**config.mk**
```make
export PLATFORM = sky130hd
export DESIGN_NAME = pipe_barrel_shifter
export DESIGN_NICKNAME = d
export VERILOG_FILES = /design/src/rtl/pipe_barrel_shifter.sv
export SDC_FILE = /design/constraint.sdc
export NUM_CORES = 1
export LEC_CHECK = 0
export ABC_AREA = 0
export CORE_MARGIN = 4
export CORE_UTILIZATION = 44
export DETAILED_ROUTE_END_ITERATION = 8
export GPL_ROUTABILITY_DRIVEN = 0
export PLACE_DENSITY = 0.75
export SLEW_MARGIN = 10
export SYNTH_ARGS = -nofsm -noshare
export SYNTH_HDL_FRONTEND = slang
export SYNTH_SLANG_ARGS = --single-unit
```
**constraint.sdc**
```tcl
create_clock -name clk -period 1.9 [get_ports clk]
set_input_delay 0.38 -clock clk [delete_from_list [all_inputs] [get_ports clk]]
set_output_delay 0.38 -clock clk [all_outputs]
set_load 0.02 [all_outputs]
```
**src/rtl/pipe_barrel_shifter.sv**
```systemverilog
// pipe_barrel_shifter: SW-stage pipelined barrel shifter (lsr/asr/lsl/ror), largest shift first,
// with a valid/ready handshake on both sides.
module pipe_barrel_shifter #(
  parameter int WIDTH = 8,
  localparam int SW = $clog2(WIDTH)
) (
  input  logic             clk,
  input  logic             rst_n,
  input  logic             in_valid,
  output logic             in_ready,
  input  logic [WIDTH-1:0] in_data,
  input  logic [SW-1:0]    in_amt,
  input  logic [1:0]       in_mode,
  output logic             out_valid,
  input  logic             out_ready,
  output logic [WIDTH-1:0] out_data,
  output logic             out_zero
);
  logic [SW-1:0] w_v;
  logic [SW-1:0] w_ld;
  for (genvar k = 0; k < SW; k++) begin : g_st
    localparam int SH = 1 << (SW - 1 - k);
    logic             w_vin;
    logic [WIDTH-1:0] w_src;
    logic [WIDTH-1:0] w_ars;
    logic [WIDTH-1:0] w_res;
    logic [SW-k-1:0]  w_ai;
    logic [1:0]       w_mi;
    logic             r_v;
    logic [WIDTH-1:0] r_d;
    if (k == 0) begin : g_i
      assign w_vin = in_valid;
      assign w_src = in_data;
      assign w_ai  = in_amt;
      assign w_mi  = in_mode;
    end else begin : g_i
      assign w_vin = g_st[k-1].r_v;
      assign w_src = g_st[k-1].r_d;
      assign w_ai  = g_st[k-1].g_c.r_a;
      assign w_mi  = g_st[k-1].g_c.r_m;
    end
    // a stage loads unless it and every stage after it hold data that cannot drain
    assign w_ld[k] = out_ready || !(&w_v[SW-1:k]);
    assign w_v[k]  = r_v;
    assign w_ars   = $signed(w_src) >>> SH;
    always_comb
      w_res = !w_ai[SW-k-1] ? w_src :
              w_mi == 2'b00 ? w_src >> SH :
              w_mi == 2'b01 ? w_ars :
              w_mi == 2'b10 ? w_src << SH :
              (w_src >> SH) | (w_src << (WIDTH - SH));
    always_ff @(posedge clk)
      if (!rst_n) begin
        r_v <= 1'b0;
        r_d <= '0;
      end else if (w_ld[k]) begin
        r_v <= w_vin;
        r_d <= w_res;
      end
    if (k < SW - 1) begin : g_c
      // only the amount bits still to be applied travel on
      logic [SW-k-2:0] r_a;
      logic [1:0]      r_m;
      always_ff @(posedge clk)
        if (!rst_n) begin
          r_a <= '0;
          r_m <= '0;
        end else if (w_ld[k]) begin
          r_a <= w_ai[SW-k-2:0];
          r_m <= w_mi;
        end
    end else begin : g_o
      logic r_z;
      always_ff @(posedge clk)
        if (!rst_n) r_z <= 1'b0;
        else if (w_ld[k]) r_z <= ~|w_res;
      assign out_valid = r_v;
      assign out_data  = r_d;
      assign out_zero  = r_z;
    end
  end
  assign in_ready = w_ld[0];
endmodule

```
Word level (Yosys, flattened, before mapping)
Index checks and enable logic that the tools add are counted.
{"block": "classes", "n_eq_ne": 6, "n_mux": 12, "bitwise": 3, "reduce_logical": 13}
{"op": "2-to-1 mux 8 bit", "n": 12}
{"op": "bitwise OR 4 x 8 -> 8 bit", "n": 1}
{"op": "bitwise OR 6 x 8 -> 8 bit", "n": 1}
{"op": "bitwise OR 7 x 8 -> 8 bit", "n": 1}
{"op": "OR reduction 8 bit", "n": 1}
{"op": "equality test 2 x 1 -> 1 bit (second input constant)", "n": 3}
{"op": "equality test 2 bit (second input constant)", "n": 3}
{"op": "zero test 2 bit", "n": 3}
{"op": "zero test 1 bit", "n": 4}
{"op": "logical OR 1 bit", "n": 3}
{"op": "AND reduction 3 bit", "n": 1}
{"op": "AND reduction 2 bit", "n": 1}
{"block": "totals", "reg_bits": 35, "inputBits": 17, "out_inout_bits": 11, "elab_cells": 45}

Logic depth before layout (Yosys ltp)
{"block": "depth", "word_depth": 7, "mapped_depth": 7, "depth_no_buf": 5}

Worst setup path before layout
Ideal clock, no wire load.
{"block": "synth_path", "path_kind": "reg-to-output", "start": "register g_st[2].r_v (netlist: out_valid)", "end": "output port in_ready", "arrival_time_ps": 1142, "t_required_ps": 1520, "setup_slack_ps": 378, "path_stages_with_launch": 6, "path_buffers": 2, "cell_sequence": "dfxtp_1 -> nor2b_1 -> buf_6 -> and3_4 -> inv_2 -> buf_2"}
{"block": "synth_between", "elab_chain_len": 3}
{"element": "start, declared", "line_no": "29", "rtl": "logic r_v;"}
{"element": "start signal, assigned", "line_no": "57", "rtl": "r_v <= w_vin;"}
{"element": "AND reduction 3 bit", "line_no": "43", "rtl": "assign w_ld[k] = out_ready || !(&w_v[SW-1:k]);"}
{"element": "zero test 1 bit", "line_no": "43"}
{"element": "logical OR 1 bit", "line_no": "43"}
{"element": "end, declared", "line_no": "10", "rtl": "output logic in_ready,"}
Every way passes these cells.

Worst setup path in the final report
{"block": "layout_path", "start": "input port out_ready", "end": "output port in_ready"}
{"block": "layout_between", "elab_chain_len": 1}
{"element": "start, declared", "line_no": "15", "rtl": "input logic out_ready,"}
{"element": "logical OR 1 bit", "line_no": "43"}
Every way passes these cells.

==> results.txt <==
status = completed
crit-path cells = clkdlybuf4s50_1 -> nor2b_2 -> and3_4 -> inv_2 -> clkdlybuf4s15_1
leading area contributor after synthesis = dfxtp_1
slew margin rel. = 57.2%
DR top layer = met4
largest family of logic cells by synthesized area = simple AND/OR/NAND/NOR gates
CP max FO = 2
post-route cell area = 2250 sq um
Least-Margin Pin Slew = 641 ps
vias in the first global route = 1,518
Critical Path Slowest Stage Cell = clkdlybuf4s50_1
Top Ports = 28
Rows = 23
commonest non-fill, non-tap cells in the layout = dfxtp_1 (35), nand2_1 (32), clkdlybuf4s50_1 (26), nor2_1 (17)
Die ar. = 5310 sq um
met2 wire length = 1710 um
antenna cells = 0
core area = 4030 sq um
Post-CTS Hold Buffers = 0
Reg clk slew, reported paths = 70 ps
setup TNS = 0 ps
port bufs = 27
Final min period = 1840 ps
drt wl/cell = 12.1 um
clock tree buffer depth = 2
M1 wire length = 1670 um
drt pass-1 iters = 5
Final Total Pwr = 0.00166 W
Initial Util = 46.0%
area post-placement = 2150 sq um
crit start category = input pin
Avg Cell Area, Syn = 8.12 sq um
H-Tree Depth = 2
Post-Synth XOR/XNOR Area = 0%
Fmax = 543 MHz
grt total ovfl = 0
Synth Net Count = 245
final net count = 269
critical setup path kind = in2out
Pleak = 0.887 nW
Critical Path AT = 1460 ps
setup violators final = 0
Synth top area share = 37.8%
# DRC = 0
Synth Instances = 228
clk root buf = clkbuf_8
final slew viol count = 0
height of the die = 72.9 um
Crit path buffers/inverters = 3
CP endpoint kind = primary output
HPWL Detailed = 2700 um
Yosys warnings = 0
Final Skew = 6.89 ps
Seq cells post-synth = 35
mux contribution to synthesized area = 4.53%
area growth from synthesis to layout = 21.4%
crit-path max cell delay = 410 ps
Clock Latency Late Sink = 300 ps
Synth async-reset ratio = 0%
Initial DRC Count = 93
class of the worst hold path = reg2reg
largest net degree at the start of global routing = 38
global-route wire length before repair = 6530 um
final wirelength = 3660 um
Worst EP required = 1520 ps
VDD IR max = 0.269 mV
main area contributors after synthesis = dfxtp_1 (38%), nand2_1 (6.5%), nor2b_1 (5.7%)
initial antenna violation count = 0
Final ANT Viol Nets = 0
Yosys cell types = 38
R2R depth = 5
most common cell after layout, fill and taps aside = dfxtp_1
Simple-Gate Fraction of Synth Area = 25.5%
Levels on crit path = 5
Non-Filler Instances = 303
top_reg_cell synth = dfxtp_1
maxcap violations = 0
Final Hold Vio Count = 0
CTS Buf Count = 5
GRT Total Usage = 15.4%
Post-synth EDFFs = 0
Post-Place Cells = 295
share of layout cells above drive strength 1 = 9.49%
Synth Area in Compound Gates = 25.2%
Mapped Area = 1850 sq um
unrepaired setup endpoints after global routing = no
Die Wd = 72.9 um
PwrDens = 736 nW/um^2
metal3 WL = 204 um
clk sinks = 35
Post-Synth Adder-Cell Area = 0%
via count = 1,605
CTS tree = done
critical path's top delay family = buffers and inverters
Tcrit/Tclk final = 96.9%
sequential share of the synthesized area = 37.8%
Via density = 5.30
Hold Path Depth = 2
[layout make-up]
type | instances | area [sq um]
Timing Repair Buffer | 35 | 343
Clock inverter | 2 | 16.3
Inverter | 5 | 18.8
Tap cell | 50 | 62.6
Sequential cell | 35 | 701
Clock buffer | 6 | 82.6
Fill cell | 393 | 1780
Multi-Input combinational cell | 170 | 1020
[cell families (layout without fill, tap and decap cells)]
family	count (synthesis)	count (layout)
simple gates	96	96
compound gates	66	66
flops	35	35
buf+inv	23	48
mux	8	8
[Yosys cell counts (4+ instances only)]
cell type	count
a211oi_1	6
a21boi_0	7
a21oi_1	16
a311oi_1	7
buf_2	7
buf_6	4
clkbuf_1	6
dfxtp_1	35
inv_1	4
mux2i_1	5
nand2_1	32
nand2b_1	7
nand3_1	12
nor2_1	17
nor2b_1	17
nor3_1	4
o211a_1	6
o21a_1	4
o21ai_0	7
[path summary, 6_finish.rpt]
kind / startpoint / end / slack, ps
worst max-delay path: out_ready / in_ready / 60
worst min-delay path: out_zero$_SDFFE_PN0P_ / out_zero$_SDFFE_PN0P_ / 460
worst max register to register: g_st[0].g_c.r_m[0]$_SDFFE_PN0P_ / g_st[1].r_d[2]$_SDFFE_PN0P_ / 430
worst min register to register: out_zero$_SDFFE_PN0P_ / out_zero$_SDFFE_PN0P_ / 460
[metal layers]
| layer | up-vias | track usage [%] |
|---|---|---|
| met5 | - | 0 |
| met4 | 0 | 6.15 |
| met3 | 7 | 4.68 |
| met2 | 40 | 25.2 |
| met1 | 709 | 18.9 |
| li1 | 849 | - |
[tightest hold or removal path, cell delays in order (launching register included)]
cell	delay (ps)
dfxtp_1	310
nand3_1	60
o21ai_1	50
[per-stage QoR]
step                      util (%)  hold WS (ps)  setup slack [ps]
after floorplan                  -           441               378
after global placement        53.3           447              -228
after detailed placement      53.3           455              -221
after CTS                     55.8           465              17.8
after global routing          55.8           477            0.0696
final                         55.8           460              59.0
[where the power goes]
part	total, W	internal [W]	switching [W]	leakage [nW]
Combinational	0.000246	0.000137	0.000109	0.551
Clock	0.000582	0.000296	0.000286	0.0474
Sequential	0.000827	0.000777	0.0000507	0.289
[sequential cells by signal (all words and copies together), names as in the netlist]
name          count
out_valid         1
g_st.r_d         16
g_st.g_c.r_m      4
out_data          8
g_st.r_v          2
out_zero          1
g_st.g_c.r_a      3
[what timing repair did]
item	in CTS	in global routing
setup buffers	0	0
setup endpoints to repair	1	1
pin swaps	0	0
gates resized for setup	2	1
Power figures use the tool's default switching activity.
